$ cat config.mk
export PLATFORM = sky130hd
export DESIGN_NAME = bcd_scan_driver
export DESIGN_NICKNAME = d
export VERILOG_FILES = /design/src/rtl/bcd_scan_driver.sv
export SDC_FILE = /design/constraint.sdc
export NUM_CORES = 1
export LEC_CHECK = 0
export CAP_MARGIN = 20
export CORE_MARGIN = 5
export CORE_UTILIZATION = 24
export DETAILED_ROUTE_END_ITERATION = 12
export GPL_TIMING_DRIVEN = 0
export PLACE_DENSITY = 0.37
export SLEW_MARGIN = 25
export SYNTH_ARGS = -nofsm -noshare
export SYNTH_HDL_FRONTEND = slang
export SYNTH_SLANG_ARGS = --single-unit
$ cat constraint.sdc
create_clock -name CLK -period 2.5 [get_ports CLK]
set_input_delay 0.25 -clock CLK [delete_from_list [all_inputs] [get_ports CLK]]
set_output_delay 0.25 -clock CLK [all_outputs]
set_load 0.005 [all_outputs]
$ cat src/rtl/bcd_scan_driver.sv
// bcd_scan_driver: four-digit BCD up/down counter with a multiplexed
// scanner feeding one HC4511 decoder/latch and common-cathode digit selects.
module bcd_scan_driver #(
  parameter int unsigned SCAN_DIV = 1000,
  parameter int unsigned LZB      = 1
) (
  input  logic        CLK,
  input  logic        RST,
  input  logic        INC,
  input  logic        UP,
  input  logic        CLR,
  input  logic        LT_REQ_N,
  output logic [3:0]  A,
  output logic        LE,
  output logic        BI_N,
  output logic        LT_N,
  output logic [3:0]  DIG_N,
  output logic [15:0] COUNT,
  output logic        OVF
);

  typedef enum logic [1:0] {
    ST_BLANK,
    ST_LOAD,
    ST_SHOW
  } phase_t;

  localparam logic [15:0] P_LAST = 16'(SCAN_DIV - 1);

  phase_t      state;
  phase_t      state_nxt;
  logic [15:0] p;
  logic [15:0] p_nxt;
  logic [1:0]  k;
  logic [1:0]  k_nxt;

  logic [15:0] count_nxt;
  logic        carry;

  logic        lz;
  logic        lz_calc;
  logic        lz_d;
  logic [3:0]  a_d;
  logic        le_d;
  logic        bi_n_d;
  logic [3:0]  dig_n_d;

  // Ripple the +1/-1 through the nibbles; carry survives only on a full wrap
  always_comb begin
    count_nxt = COUNT;
    carry     = 1'b1;
    for (int unsigned i = 0; i < 4; i++) begin
      if (carry) begin
        if (UP) begin
          if (COUNT[4*i +: 4] == 4'd9) begin
            count_nxt[4*i +: 4] = 4'd0;
          end else begin
            count_nxt[4*i +: 4] = COUNT[4*i +: 4] + 4'd1;
            carry = 1'b0;
          end
        end else begin
          if (COUNT[4*i +: 4] == 4'd0) begin
            count_nxt[4*i +: 4] = 4'd9;
          end else begin
            count_nxt[4*i +: 4] = COUNT[4*i +: 4] - 4'd1;
            carry = 1'b0;
          end
        end
      end
    end
  end

  // Counter register: clear wins over counting, OVF flags the wrap cycle
  always_ff @(posedge CLK) begin
    if (RST || CLR) begin
      COUNT <= '0;
      OVF   <= 1'b0;
    end else if (INC) begin
      COUNT <= count_nxt;
      OVF   <= carry;
    end else begin
      OVF   <= 1'b0;
    end
  end

  // Scanner state register: phase, phase counter and digit index
  always_ff @(posedge CLK) begin
    if (RST) begin
      state <= ST_BLANK;
      p     <= '0;
      k     <= '0;
    end else begin
      state <= state_nxt;
      p     <= p_nxt;
      k     <= k_nxt;
    end
  end

  // Next-state: BLANK -> LOAD -> SHOW... -> BLANK of the following digit
  always_comb begin
    state_nxt = state;
    p_nxt     = p + 16'd1;
    k_nxt     = k;
    case (state)
      ST_BLANK: state_nxt = ST_LOAD;
      ST_LOAD:  state_nxt = ST_SHOW;
      ST_SHOW: begin
        if (p == P_LAST) begin
          state_nxt = ST_BLANK;
          p_nxt     = '0;
          k_nxt     = k + 2'd1;
        end
      end
      default: begin
        state_nxt = ST_BLANK;
        p_nxt     = '0;
        k_nxt     = '0;
      end
    endcase
  end

  // Leading-zero test for the digit about to be loaded: it and all higher nibbles are 0
  always_comb begin
    lz_calc = 1'b0;
    if (k_nxt != 2'd0) begin
      lz_calc = 1'b1;
      for (int unsigned i = 0; i < 4; i++) begin
        if (i >= 32'(k_nxt) && COUNT[4*i +: 4] != 4'd0) begin
          lz_calc = 1'b0;
        end
      end
    end
  end

  // Outputs are registered, so decode the phase being entered, not the current one
  always_comb begin
    a_d     = A;
    le_d    = 1'b1;
    bi_n_d  = 1'b0;
    dig_n_d = '1;
    lz_d    = lz;
    case (state_nxt)
      ST_LOAD: begin
        a_d    = COUNT[4*k_nxt +: 4];
        le_d   = 1'b0;
        bi_n_d = 1'b1;
        lz_d   = lz_calc;
      end
      ST_SHOW: begin
        dig_n_d = ~(4'b0001 << k_nxt);
        bi_n_d  = !((LZB != 0) && lz && LT_REQ_N);
      end
      default: ;
    endcase
  end

  // Output register stage
  always_ff @(posedge CLK) begin
    if (RST) begin
      A     <= '0;
      LE    <= 1'b1;
      BI_N  <= 1'b0;
      LT_N  <= 1'b1;
      DIG_N <= '1;
      lz    <= 1'b0;
    end else begin
      A     <= a_d;
      LE    <= le_d;
      BI_N  <= bi_n_d;
      LT_N  <= LT_REQ_N;
      DIG_N <= dig_n_d;
      lz    <= lz_d;
    end
  end

endmodule

==> results of run 1 <==
## where the power goes
part           switching (uW)  internal (uW)  leakage (uW)  total [uW]
Sequential               17.9            801      0.000398         819
Clock                     282            220     0.0000433         502
Combinational             101           80.4      0.000665         182
## kinds of logic (layout without fill, tap and decap cells)
kind of cell	count (synthesis)	after routing	share of synthesized area [%]
AOI/OAI and AO/OA	59	59	14.2
buffers and inverters	30	70	5.01
adders and majority gates	1	1	0.486
xor gates and xnor gates	24	24	8.17
DFF	49	49	38.1
muxes	7	7	4.72
and+or+nand+nor	141	141	29.3
## area by class of cell
cell class | count | share of cell area (%)
plain buffers | 24 | 3.36
clock buffers | 6 | 2.61
clock inverters | 1 | 0.237
inverters | 6 | 0.712
multi-input cells | 232 | 46.3
flip-flops and latches | 49 | 31.0
well taps | 136 | 5.38
repair buffers | 33 | 10.4
## routing by layer
| layer | GRT usage [%] | share of wire (%) | wire [um] |
|---|---|---|---|
| met5 | 0 | 0 | 0 |
| met4 | 3.37 | 1.1 | 83 |
| met3 | 2.39 | 4.3 | 309 |
| met2 | 18.1 | 45 | 3240 |
| met1 | 16.7 | 50 | 3630 |
## cell usage after synthesis, drive strengths merged, types with 2 or more instances
| library cell | instances | area, sq um |
|---|---|---|
| nor4 | 3 | 33.8 |
| nand3b | 3 | 22.5 |
| nor4bb | 2 | 20.0 |
| nor2b | 5 | 31.3 |
| a31oi | 3 | 18.8 |
| nand2 | 24 | 90.1 |
| a21oi | 23 | 115 |
| or2 | 5 | 31.3 |
| o31ai | 2 | 15.0 |
| a211o | 2 | 17.5 |
| nor2 | 40 | 150 |
| a311oi | 2 | 17.5 |
| clkbuf | 16 | 60.1 |
| o211ai | 3 | 22.5 |
| xnor2 | 8 | 70.1 |
| mux2i | 2 | 20.0 |
| mux4 | 4 | 90.1 |
| nand4 | 6 | 37.5 |
| inv | 6 | 22.5 |
| xor2 | 16 | 140 |
| dfxtp | 49 | 981 |
| and3 | 9 | 56.3 |
| nor3 | 11 | 55.1 |
| or4 | 2 | 18.8 |
| nor3b | 4 | 30.0 |
| o22ai | 2 | 12.5 |
| o21ai | 13 | 65.1 |
| or3 | 4 | 25.0 |
| nand3 | 12 | 65.1 |
| buf | 8 | 46.3 |
| nand2b | 5 | 31.3 |
## final timing paths
path                            startpoint         to  depth (start not counted)
worst max-delay path                    UP  COUNT[14]                          8
worst min-delay path                    lz       BI_N                          1
worst max register to register       p[10]       p[8]                          7
worst min register to register          lz       BI_N                          1
## cell usage in the layout, fill, tap and decap left out, drive strengths merged, types with 2 or more instances in the layout
master	netlist	final
o21ai	13	13
clkdlybuf4s50	0	33
nor3b	4	4
nand2	24	24
or2	5	5
nand3b	3	3
nor2b	5	5
a31oi	3	3
or4	2	2
a21oi	23	23
xor2	16	16
nand3	12	12
dfxtp	49	49
nand2b	5	5
o22ai	2	2
nand4	6	6
buf	8	8
clkbuf	16	22
xnor2	8	8
o211ai	3	3
nor2	40	40
a311oi	2	2
inv	6	6
mux4	4	4
mux2i	2	2
nor3	11	11
o31ai	2	2
nor4bb	2	2
or3	4	4
nor4	3	3
and3	9	9
a211o	2	2
## through the flow
| stage | worst slack, ps | hold slack [ps] |
|---|---|---|
| 6_report | 398 | 456 |
| 5_1_grt | 217 | 504 |
| 4_1_cts | 399 | 468 |
| 3_5_place_dp | 55.0 | 450 |
| 3_3_place_gp | 32.4 | 452 |
| 2_1_floorplan | 749 | 357 |
## critical path: stages
cell	delay, ps
sky130_fd_sc_hd__clkdlybuf4s50_1	550
sky130_fd_sc_hd__buf_2	280
sky130_fd_sc_hd__nor3_1	70
sky130_fd_sc_hd__o211ai_1	300
sky130_fd_sc_hd__nand4bb_1	180
sky130_fd_sc_hd__buf_2	220
sky130_fd_sc_hd__o22ai_1	110
sky130_fd_sc_hd__a311o_1	350
## sequential cells by signal, indices dropped and copies added, names as in the netlist
name	count
A	4
COUNT	16
BI_N	1
LT_N	1
OVF	1
LE	1
lz	1
p	16
state	2
DIG_N	4
k	2
==> summary.md, run 1 <==
For the final database, setup skew stands at 7.00 ps. For this run, the share of the core covered by cells in the final layout is 30.5%. The root buffer cell chosen for the clock tree is sky130_fd_sc_hd__clkbuf_8.

For the pin with the worst max-slew slack, the measured transition is 733 ps. For the clock latency on the worst-skew pair, the log shows 310 ps. The final cell count without fillers is 487. The maximum fanout along the worst path was 10; the relative area change from synthesis to final layout was 22.9%. Setup repair after global routing left no endpoint under its margin. For the worst setup path, the data arrival time is 2310 ps.

The horizontal die dimension is 114 um, and the number of violations of the max-capacitance limit is 0. Maximum root-to-sink buffer count: 2. TritonCTS built the clock tree. The net count of the mapped netlist was 318. The cell count after synthesis came out at 311. The final critical-path share of the clock period was 84.1%.

Fill cells in the final layout number 1128. Initial core utilization: 24.8%. The run finished with clean final reports.

The tools report the required time at the worst-slack endpoint as 2710 ps. Summing all placed instances gives a cell area of 3070 sq um. Highest achievable clock rate: 476 MHz.

The flip-flop and latch area was 981 sq um; the total grt overflow was 0. The first TritonRoute pass finished after 6 iterations. Once placement completed, the tool counted placed cells totaling 480. Entering global routing, the biggest net connects 15 pins. In this run, synthesis produced a sequential element count of 49.

The floorplan has 37 rows. The logs give 0 for the count of instances resized after the clock tree is built and 2 for the H-tree depth reported by CTS. The repair_antennas step left the layout with diodes totalling 0. Total design power: 1500 uW. From bottom edge to top edge, the die measures 114 um.

The worst register-to-register path has a setup slack of 490 ps. Summed over all failing endpoints, the final setup total negative slack is 0 ps. In the final design database the tool counted 358 nets.

The average cell area after synthesis is 8.28 sq um, and the footprint of the multi-input gates is 1460 sq um. The global-route wire length before repair is 12300 um. The detail route stage leaves a number of antenna-violating nets equal to 0. The number of setup buffers added after CTS is 0. The logs give 49 for the number of clock sinks seen by CTS and 2321 for the total number of vias. The run gives 50.9% as the relative slew slack. The congestion estimate from routability-driven global placement came to 0.753. The initial antenna violation count is 0, and the max-slew violation count is 0. Summed over all cells, the static leakage comes to 0.00111 uW. The critical path is of the primary input to flop type. The number of distinct library cells after synthesis is 53. Cells with a size suffix above 1 make up 7.69% of the layout. Buffers inserted to repair hold after CTS numbered 0. Global routing used 11.8% of the available tracks across all layers. The worst setup path is captured at a flop. After synthesis, the share of flip-flops with an asynchronous set or reset is 0%. Yosys printed 0 warnings. The sequential area share after synthesis was 38.1%; the mean routed wirelength per cell was 14.9 um. The count of endpoints failing hold in the final timing report is 0, and the number of I/O port buffers is 33. The run gives 2344 as the number of global-route vias before repair.

Die footprint: 12900 sq um. For this block, the routed nets add up to 7260 um of wire. The total area inside the core boundary comes to 10400 sq um. The smallest clock period supported by the final layout is computed as 2100 ps. The path class of the lowest-slack min-delay path was flop to flop. The run gives 0 as the final setup violation count. Among all flip-flop cells after synthesis, the most frequent one is sky130_fd_sc_hd__dfxtp_1. The first routing iteration left 83 violations. The finished cells cover 3160 sq um.

The clock input transition at the sequential cells of the worst setup and hold paths works out to 90 ps. The tools report the startpoint type of the worst setup path as a primary input. The power per cell area works out to 475 nW/um^2. The HPWL after detailed placement is 5240 um. The worst-case IR drop observed on VDD is 0.000190 V. Buffers inserted during clock tree synthesis total 5. For the total I/O pin count, the log shows 34. The number of vias per cell after detailed routing works out to 4.77. In this run, synthesis inferred 0 flip-flops with an integrated enable.

The remaining design rule violation count came out at 0. The mapped netlist covers 2570 sq um.
Note: power is estimated with default switching activity, not from simulation.
==> run 2: changes to the inputs <==
- PLACE_DENSITY: 0.37 -> 0.39
- clock period: 2.5 -> 1.82 ns (I/O delays scaled with it)
==> run 2 against run 1 <==
The run now ends with negative setup slack left. Critical path type is now flop to flop. Flip-flop and latch count unchanged. Combinational power increased by 76%. Sequential power increased by 38%. Largest cell class unchanged. Die area unchanged. Global-route usage decreased by 0.45 points. Critical endpoint is now lz. Setup slack got worse by 490 ps. Clock skew increased by 1.2 ps.
==> summary.md, run 2 (synthesized netlist as in run 1, its figures left out) <==
The worst slack on hold paths was 442 ps (was 456 ps). Highest-count cells in the layout ignoring fill and taps: sky130_fd_sc_hd__dfxtp_1, sky130_fd_sc_hd__clkdlybuf4s50_1, sky130_fd_sc_hd__nor2_1, sky130_fd_sc_hd__nand2_1, sky130_fd_sc_hd__a21oi_1 (was sky130_fd_sc_hd__dfxtp_1, sky130_fd_sc_hd__nor2_1, sky130_fd_sc_hd__clkdlybuf4s50_1, sky130_fd_sc_hd__nand2_1, sky130_fd_sc_hd__a21oi_1). The initial core utilization came out at 24.8% (unchanged). Dividing the final minimum period by the clock period gives 105%. The clock input transition at the sequential cells of the worst setup and hold paths works out to 100 ps (was 90 ps). The final weighted congestion in routability-driven placement is 0.730 (was 0.753). The number of vias per cell after detailed routing is 4.74 (was 4.77), and the total wire length after detailed routing is 7360 um (was 7260 um).

Root buffer selected by CTS: sky130_fd_sc_hd__clkbuf_8 (unchanged). The tools report the number of clock sinks seen by CTS as 49 (unchanged). The mean routed wirelength per cell was 14.6 um (was 14.9 um). The final cell count without fillers came out at 503 (was 487).

The maximum root-to-sink buffer count is 2 (unchanged), and the total CTS buffers is 5 (unchanged). The cell leakage power was 0.00122 uW (was 0.00111 uW); the initial antenna violation count was 0 (unchanged). The remaining design rule violation count was 0 (unchanged). The final setup violation count came out at 12 (was 0).

The detailed-router iteration count before antenna repair is 4 (was 6). The final worst clock skew is 8.19 ps (was 7.00 ps), and the required time at the worst-slack endpoint is 2040 ps (was 2710 ps). The number of buffers inserted for hold repair after clock tree synthesis is 0 (unchanged), and the power per cell area is 610 nW/um^2 (was 475 nW/um^2). The pin count of the biggest net entering global routing is 17 (was 15). The startpoint type of the worst setup path is a flop (was a primary input). The total inserted antenna cells was 0 (unchanged); the die footprint was 12900 sq um (unchanged). The final antenna-violating net count is 0 (unchanged), and the number of standard-cell rows in the floorplan is 37 (unchanged). Filler cell count in the final layout: 1157 (was 1128). The run gives 0 (unchanged) as the count of endpoints failing hold in the final timing report. The final reports fail on negative setup slack. Number of violations of the max-capacitance limit: 0 (unchanged). The run finished, with violations left.

The total number of vias is 2386 (was 2321). The worst setup margin came out at -95.6 ps (was 398 ps). The tools report the H-tree depth reported by CTS as 2 (unchanged). The path class of the lowest-slack min-delay path is flop to flop (unchanged). The most frequent standard cell in the layout excluding fill and tap cells was sky130_fd_sc_hd__dfxtp_1 (unchanged).

The horizontal die dimension was 114 um (unchanged); the max-slew violation count was 0 (unchanged). The maximum fanout along the worst path is 10 (unchanged). The type of destination of the critical path is a flop (unchanged).

The end-of-flow core utilization was 33.7% (was 30.5%); the clock latency on the worst-skew pair was 310 ps (about the same). The slew at the pin closest to its max-slew limit is 717 ps (was 733 ps), and the global-route usage over all layers is 11.3% (was 11.8%). Setup repair after global routing could not meet its margin everywhere. After layout, the minimum clock period comes to 1920 ps.

The run gives 12000 um (was 12300 um) as the global-route wire length before repair. Half-perimeter wire length of the detailed placement result: 5070 um (was 5240 um). The critical setup path kind is flop to flop (was primary input to flop).

The run gives 118 (was 83) as the first-iteration detailed-routing DRC count. TritonCTS built the clock tree. The total I/O pin count came out at 34 (unchanged). Regs by FF count: COUNT: 16 flops, p: 16 flops (unchanged). The logs give 10400 sq um (unchanged) for the placeable core area and 2140 ps (was 2310 ps) for the critical path arrival.

The number of I/O port buffers works out to 33 (unchanged). The tools report the relative slew slack as 52.1% (was 50.9%). The flip-flop and latch area was 1000 sq um (was 981 sq um). The number of global-route vias before repair is 2281 (was 2344). The relative area change from synthesis to final layout works out to 35.7% (was 22.9%). Worst IR drop on VDD: 0.000292 V (was 0.000190 V).

The number of placed cells counting well taps was 480 (unchanged). Fraction of final layout cells with drive strength greater than 1: 21.8% (was 7.69%). The logs give -524 ps (was 55.0 ps) for the post-placement setup slack and 522 MHz for the highest achievable clock rate.

The number of nets in the finished design was 373 (was 358). The total grt overflow was 0 (unchanged). Y dimension of the die: 114 um (unchanged). The run gives 1580 sq um (was 1460 sq um) as the footprint of the multi-input gates.
[run 2: final cells by class]
type	count	area share (%)
Multi-Input combinational cell	232	45.3
Sequential cell	49	28.7
Timing Repair Buffer	50	14.3
Tap cell	136	4.87
Buffer	22	3.58
Clock buffer	5	1.97
Inverter	6	0.645
Clock inverter	3	0.609
[run 2: final timing paths]
kind | from | depth (start not counted) | to | slack [ps]
hold reg to reg | lz | 1 | BI_N | 440
setup reg to reg | COUNT[9] | 6 | lz | -100
setup / recovery | COUNT[9] | 6 | lz | -100
hold / removal | lz | 1 | BI_N | 440
[run 2: metal layers]
| metal | part of all wire, % | wire (um) | up-vias | GRT usage, % |
|---|---|---|---|---|
| li1 | - | - | 1212 | - |
| met1 | 49 | 3610 | 1132 | 15.0 |
| met2 | 47 | 3490 | 40 | 18.9 |
| met3 | 3.2 | 232 | 2 | 2.81 |
| met4 | 0.50 | 37 | 0 | 2.16 |
| met5 | 0 | 0 | - | 0 |
[run 2: report_power, final]
| part | switching, uW | internal (uW) |
|---|---|---|
| Clock | 407 | 274 |
| Sequential | 31.8 | 1100 |
| Combinational | 158 | 162 |
[run 2: metrics by stage]
stage               total power [uW]  setup TNS (ps)  area (sq um)
floorplan                       1300               0          2570
global placement                1400           -8980          3070
detailed placement              1400           -8570          3070
CTS                             2160            -609          3380
global route                    2260           -2230          3490
finish                          2130            -405          3490
[run 2: critical path: stages, from the launching register on]
cell	delay [ps]
sky130_fd_sc_hd__dfxtp_1	330
sky130_fd_sc_hd__clkbuf_1	230
sky130_fd_sc_hd__or4_1	580
sky130_fd_sc_hd__nor2_1	140
sky130_fd_sc_hd__o2111a_1	210
sky130_fd_sc_hd__o31ai_1	80
sky130_fd_sc_hd__o32ai_1	260
[run 2: what timing repair did]
item	in CTS	in global routing
buffers inserted	14	8
resized for setup	30	38
cloned	1	0
setup endpoints to repair	34	34
pin swaps	15	8
